$ cat src/rtl/hazard_stall_ctrl.sv
// Pipeline hazard/stall controller: RAW bubble insertion, branch flush, multi-cycle
// memory stall sequencing, and saturating stall/flush statistics.
module hazard_stall_ctrl #(
  parameter int unsigned MEM_WAIT_CYCLES = 4,
  parameter int unsigned CNT_W           = 16
) (
  input  logic             clk,
  input  logic             rst,
  input  logic [3:0]       id_src1,
  input  logic [3:0]       id_src2,
  input  logic             id_use_src1,
  input  logic             id_two_src,
  input  logic [3:0]       exe_dest,
  input  logic             exe_wb_en,
  input  logic             exe_mem_r_en,
  input  logic [3:0]       mem_dest,
  input  logic             mem_wb_en,
  input  logic             fwd_en,
  input  logic             mem_acc,
  input  logic             branch_taken,
  output logic             freeze_pc,
  output logic             freeze_if_id,
  output logic             freeze_id_ex,
  output logic             freeze_exe_mem,
  output logic             clr_if_id,
  output logic             clr_id_ex,
  output logic             mem_ready,
  output logic [CNT_W-1:0] stall_cnt,
  output logic [CNT_W-1:0] flush_cnt
);

  localparam int unsigned WCNT_W    = $clog2(MEM_WAIT_CYCLES) + 1;
  localparam int unsigned WAIT_LAST = (MEM_WAIT_CYCLES >= 2) ? (MEM_WAIT_CYCLES - 2) : 0;
  localparam bit          MULTI     = (MEM_WAIT_CYCLES >= 2);

  typedef enum logic [1:0] {
    S_IDLE = 2'd0,
    S_WAIT = 2'd1,
    S_DONE = 2'd2
  } state_t;

  state_t            state;
  state_t            state_nxt;
  logic [WCNT_W-1:0] wcnt;
  logic [WCNT_W-1:0] wcnt_nxt;
  logic              raw_exe;
  logic              raw_mem;
  logic              hazard;
  logic              mem_stall;
  logic              stall_inc;
  logic              flush_inc;

  // RAW detection against the EXE and MEM destinations
  always_comb begin
    raw_exe = exe_wb_en & ((id_use_src1 & (exe_dest == id_src1)) |
                           (id_two_src  & (exe_dest == id_src2)));
    raw_mem = mem_wb_en & ((id_use_src1 & (mem_dest == id_src1)) |
                           (id_two_src  & (mem_dest == id_src2)));
    hazard  = fwd_en ? (raw_exe & exe_mem_r_en) : (raw_exe | raw_mem);
  end

  // Memory FSM state register
  always_ff @(posedge clk or negedge rst) begin
    if (!rst) begin
      state <= S_IDLE;
      wcnt  <= '0;
    end else begin
      state <= state_nxt;
      wcnt  <= wcnt_nxt;
    end
  end

  // Memory FSM next state
  always_comb begin
    state_nxt = state;
    wcnt_nxt  = wcnt;
    case (state)
      S_IDLE: begin
        if (MULTI && mem_acc) begin
          if (MEM_WAIT_CYCLES == 2) begin
            state_nxt = S_DONE;
          end else begin
            state_nxt = S_WAIT;
            wcnt_nxt  = WCNT_W'(1);
          end
        end
      end
      S_WAIT: begin
        if (wcnt == WCNT_W'(WAIT_LAST)) state_nxt = S_DONE;
        else                            wcnt_nxt  = wcnt + WCNT_W'(1);
      end
      S_DONE:  state_nxt = S_IDLE;
      default: state_nxt = S_IDLE;
    endcase
  end

  // Control outputs: memory stall > branch flush > RAW bubble; all held low in reset
  always_comb begin
    mem_stall      = 1'b0;
    mem_ready      = 1'b0;
    freeze_pc      = 1'b0;
    freeze_if_id   = 1'b0;
    freeze_id_ex   = 1'b0;
    freeze_exe_mem = 1'b0;
    clr_if_id      = 1'b0;
    clr_id_ex      = 1'b0;
    stall_inc      = 1'b0;
    flush_inc      = 1'b0;
    if (rst) begin
      case (state)
        S_IDLE: begin
          mem_stall = MULTI & mem_acc;
          mem_ready = ~MULTI & mem_acc;
        end
        S_WAIT:  mem_stall = 1'b1;
        S_DONE:  mem_ready = 1'b1;
        default: mem_stall = 1'b0;
      endcase
      if (mem_stall) begin
        freeze_pc      = 1'b1;
        freeze_if_id   = 1'b1;
        freeze_id_ex   = 1'b1;
        freeze_exe_mem = 1'b1;
      end else if (branch_taken) begin
        clr_if_id = 1'b1;
        clr_id_ex = 1'b1;
        flush_inc = 1'b1;
      end else if (hazard) begin
        freeze_pc    = 1'b1;
        freeze_if_id = 1'b1;
        clr_id_ex    = 1'b1;
        stall_inc    = 1'b1;
      end
    end
  end

  // Saturating statistics counters
  always_ff @(posedge clk or negedge rst) begin
    if (!rst) begin
      stall_cnt <= '0;
      flush_cnt <= '0;
    end else begin
      if (stall_inc && (stall_cnt != '1)) stall_cnt <= stall_cnt + CNT_W'(1);
      if (flush_inc && (flush_cnt != '1)) flush_cnt <= flush_cnt + CNT_W'(1);
    end
  end

endmodule
$ cat config.mk
export PLATFORM = sky130hd
export DESIGN_NAME = hazard_stall_ctrl
export DESIGN_NICKNAME = d
export VERILOG_FILES = /design/src/rtl/hazard_stall_ctrl.sv
export SDC_FILE = /design/constraint.sdc
export NUM_CORES = 1
export LEC_CHECK = 0
export CAP_MARGIN = 20
export CORE_ASPECT_RATIO = 2
export CORE_MARGIN = 1.5
export CORE_UTILIZATION = 42
export DETAILED_ROUTE_END_ITERATION = 6
export PLACE_DENSITY_LB_ADDON = 0.25
export SYNTH_ARGS = -nofsm -noshare
export SYNTH_HDL_FRONTEND = slang
export SYNTH_SLANG_ARGS = --single-unit
$ cat constraint.sdc
create_clock -name clk -period 1.8 [get_ports clk]
set_clock_uncertainty 0.1 [all_clocks]
set_input_delay 0.27 -clock clk [delete_from_list [all_inputs] [get_ports clk]]
set_output_delay 0.27 -clock clk [all_outputs]
set_load 0.02 [all_outputs]
Yosys cells after proc, flatten, opt, wreduce, memory -nomap -nowiden
Cells that the tools add are included.
Storage, ports and cells
  output and inout bits: 39
  input bits: 26
  word-level logic and storage cells: 60
  register bits after elaboration: 37
Cells by class
  add/sub/neg operators: 3
  bitwise operators: 10
  equality and inequality tests: 12
  reductions and logical operators: 6
  muxes and demuxes: 25
Operators by type and width (count)
  $add A16 B1 Y16 const B: 2
  $ne A16 B16 Y1 const B: 2
  $mux W1: 18
  $eq A4 B4 Y1: 4
  $and A1 B1 Y1: 7
  $mux W3: 2
  $ne A2 B2 Y1 const B: 3
  $pmux W3 S2: 1
  $mux W2: 2
  $pmux W2 S2: 1
  $add A3 B1 Y3 const B: 1
  $eq A3 B2 Y1 const B: 1
  $or A1 B1 Y1: 3
  $reduce_and A3 Y1: 1
  $eq A2 B1 Y1 const B: 1
  $eq A2 B2 Y1 const B: 1
  $logic_and A1 B1 Y1: 2
  $logic_not A2 Y1: 1
  $pmux W1 S2: 1
  $reduce_and A2 Y1: 1
  $reduce_bool A2 Y1: 1

Depth between registers and ports, before layout
  word-level depth: 11
  gate-level depth with buffers: 8
  depth with buffers taken out: 8

Worst setup path after synthesis
OpenSTA, ideal clock, no wires.
  path type: input port to output port
  start point: input port exe_dest[1]
  end point: output port freeze_pc
  path slack: -0.193 ns
  stages on the path: 7
  data arrival time: 1.623 ns
  path buffers: 1
  required time: 1.430 ns
  path through: xor2_1 > nor4_1 > a31oi_1 > nand2_2 > nand2b_1 > a21oi_1 > buf_4
Between the ends
  longest elaborated chain between the ends: 10
  elaborated cells between the ends (all ways): 13
  those cells by class: 2 x eq/ne; 5 x mux; 6 x bitwise
RTL lines
  start, declared: RTL line 13  | input logic [3:0] exe_dest,
  $eq A4 B4 Y1 (on tied branches): RTL line 55, 56
  $and A1 B1 Y1 (on tied branches): RTL line 55, 56
  $or A1 B1 Y1 *: RTL line 55  | raw_exe = exe_wb_en & ((id_use_src1 & (exe_dest == id_src1)) |
  $and A1 B1 Y1 *: RTL line 55
  $or A1 B1 Y1 or $and A1 B1 Y1 (tied branches): RTL line 59  | hazard = fwd_en ? (raw_exe & exe_mem_r_en) : (raw_exe | raw_mem);
  $mux W1 *: RTL line 59
  $mux W1 * (4 in series)
  end, declared: RTL line 21  | output logic freeze_pc,
Mark *: on every way between the ends. The rest lies on a longest branch, timed or not.

Worst setup path after layout
  start point: input port id_src2[1]
  end point: output port freeze_if_id
Between the ends
  longest elaborated chain between the ends: 10
  elaborated cells between the ends (all ways): 15
  those cells by class: 2 x eq/ne; 5 x mux; 8 x bitwise
RTL lines
  start, declared: RTL line 10  | input logic [3:0] id_src2,
  $eq A4 B4 Y1 (on tied branches): RTL line 56, 58
  $and A1 B1 Y1 (on tied branches): RTL line 56, 58
  $or A1 B1 Y1 (on tied branches): RTL line 55, 57
  $and A1 B1 Y1 (on tied branches): RTL line 55, 57
  $or A1 B1 Y1 or $and A1 B1 Y1 (tied branches): RTL line 59
  $mux W1 *: RTL line 59
  $mux W1 *: RTL line 128  | end else if (hazard) begin
  $mux W1 *: RTL line 124  | end else if (branch_taken) begin
  $mux W1 *: RTL line 119  | if (mem_stall) begin
  $mux W1 *: RTL line 109  | if (rst) begin
  end, declared: RTL line 22  | output logic freeze_if_id,
Marks and branches as above.

==> run summary <==
P&R area growth vs syn = 61.2%
Final Hold Vio Count = 0
kind of critical path = input port to output pin
gr ovfl total = 0
final setup fails = 2
Vias = 1983
synth cell count leaders = 37 x dfrtp_1, 30 x xnor2_1, 18 x nand3_1, 17 x nand2_1, 16 x xor2_1
R2R cell count = 6
Ys Warns = 0
All-Layer GR Usage = 22.2%
chip width = 52.6 um
Main synth FF type = dfrtp_1
unrepaired setup endpoints after global routing = true
worst slew pin tran = 450 ps
Final period util = 103%
Slew HR = 70.0%
drc violations = 0
design area = 3330 um2
worst skew pair latency = 290 ps
type of the worst min-delay path = input port to async pin
Clock transition at path regs = 70 ps
number of diodes = 0
H-tree depth = 2
Setup TNS Final = -96.9 ps
WL per Instance = 14.2 um
total length of routed met2 wires = 3160 um
Slowest cell on crit path = nor4_2
clock power share = 27.2%
initial DRC count = 26
worst setup path start = id_src2[1]
DP HPWL = 4030 um
Mapped Cells = 205
Tmin final = 1850 ps
synthesized area per cell = 10.1 um2
ys async rst share = 100%
CP Capture Type = output pin
Max Cap Viol = 0
Worst Setup Slack, final = -49.6 ps
worst flop-to-flop path endpoint = stall_cnt[1]
clock buffer depth = 2
ANT nets after route = 0
Cell variety after synth = 38
Crit Reg-Reg Startpoint = stall_cnt[10]
vias in the first global route = 2078
failing checks = negative setup slack
top-count cell post-synth = dfrtp_1
Comb power frac = 36.3%
global-route wire length before repair = 8890 um
reg2reg setup slack = 20 ps
final-report max-slew violation count = 0
CTS tree = built
P_leak = 1.58 nW
Power Dens Cells = 829 nW/um2
DIE AREA = 5380 um2
Worst setup endpoint = freeze_if_id
Root Buffer = clkbuf_8
Met1 Wirelength = 1840 um
antenna violations before repair = 0
IO Count = 65
area fraction of the dominant cell type after synthesis = 44.8%
peak supply drop = 0.000607 V
CTS Sinks = 37
Worst Path Arrival = 1480 ps
Core ar. = 4820 um2
largest area contributor in the netlist = dfrtp_1
nets@finish = 355
sw frac = 31.6%
Synthesized Nets = 235
NetSw = 872 uW
PortBufs = 64
clock buffer count from CTS = 5
Tot Pwr = 2.76 mW
most used cell, CP = buf_6
largest cells by area after synthesis = dfrtp_1 45%, xnor2_1 13%, xor2_1 6.8%
pre-CTS WS = -990 ps
top routing layer in use = met4
Pre-antenna DRT Iters = 4
largest net degree at the start of global routing = 36
metal3 WL = 204 um
Pint = 1.89 mW
layout cells sized above 1 = 39.0%
CP peak stage delay = 300 ps
placer congestion estimate = 0.798
Seq pwr share = 36.5%
Worst setup SP type = input port
Die Height = 102 um
synthesized cell area = 2070 um2
CP Max Fanout = 3
post-synthesis sequential area ratio = 44.8%
EDFF count, synth = 0
Cell Area, Placed = 3130 um2
hold slack = 258 ps
outcome = finished with violations
CP required = 1430 ps
Avg Vias per Cell = 5.18
Routed WL = 5430 um
Starting Density = 42.9%
fmax = 0.541 GHz
flops & latches, synth = 37
row cnt = 36
crit path cell chain = buf_6, xor2_1, nor4_2, a31oi_1, nand2_2, nand2b_4, a21oi_4, buf_6
worst min path at each step:
| stage | end | depth (start not counted) | slack (ps) | from |
|---|---|---|---|---|
| floorplan | flush_cnt[0] | 0 | -130 | rst |
| global placement | wcnt[1] | 1 | -20 | rst |
| CTS | state[0] | 2 | 240 | rst |
| finish | wcnt[1] | 2 | 260 | rst |
| detailed placement | state[0] | 1 | -20 | rst |
| global route | state[0] | 2 | 280 | rst |
critical path, delay by kind of cell:
kind	cells	cell delay (ps)
simple gates	3	500
compound gates	2	310
buf+inv	2	240
xor+xnor	1	160
area by class of cell:
| class | instances | area [um2] |
|---|---|---|
| Multi-Input combinational cell | 155 | 1220 |
| Clock inverter | 1 | 30.0 |
| Timing Repair Buffer | 118 | 961 |
| Inverter | 8 | 30.0 |
| Tap cell | 57 | 71.3 |
| Fill cell | 400 | 1490 |
| Sequential cell | 37 | 931 |
| Clock buffer | 7 | 86.3 |
logic make-up after synthesis:
kind of cell | count (synthesis) | share of synthesized area (%)
buffers and inverters | 13 | 3.27
muxes | 3 | 1.81
DFF | 37 | 44.8
xor gates and xnor gates | 46 | 19.5
adders and majority gates | 4 | 2.42
and+or+nand+nor | 90 | 23.7
AOI/OAI and AO/OA | 12 | 4.60
timing repair:
action	4_1_cts	5_1_grt
endpoints found under the setup margin	22	22
hold endpoints to repair	2	0
hold buffers	2	0
buffers inserted	1	1
gates resized for setup	113	29
pin swaps	18	10
power groups by stage:
stage / clock [mW] / combinational, mW / sequential [mW]
final: 0.751 / 1.00 / 1.01
after global routing: 0.801 / 1.10 / 1.03
after CTS: 0.765 / 0.975 / 1.01
after detailed placement: 0 / 0.968 / 1.03
after global placement: 0 / 0.950 / 1.02
after floorplan: 0 / 0.418 / 1.10
layer usage:
layer  vias up  global-route usage [%]
li1        941                       -
met1       953                    21.3
met2        70                    41.2
met3        19                    3.65
met4         0                    14.6
met5         -                       0
registers in the layout, summed over array words and instances, names as in the netlist:
name	count
flush_cnt	16
wcnt	3
state	2
stall_cnt	16
per-stage QoR:
stage / util [%] / cells
floorplan: - / 205
global placement: 64.9 / 371
detailed placement: 64.9 / 371
CTS: 67.9 / 382
global route: 69.2 / 383
finish: 69.2 / 383
placed cells by master, fill, tap and decap left out, drive strengths merged, types with 2 or more instances in the layout:
cell type,count
dlygate4sd3,2
ha,4
nand3,19
xor2,16
a41oi,2
nand2,19
buf,73
mux2,3
nand4,9
dlygate4sd2,2
nor4,5
dfrtp,37
and3,9
clkbuf,13
nor2,14
xnor2,30
nor3,8
nor2b,2
clkdlybuf4s50,30
a31oi,3
dlymetal6s2s,4
a21oi,2
inv,8
o21ai,3
Note: power is estimated with default switching activity, not from simulation.
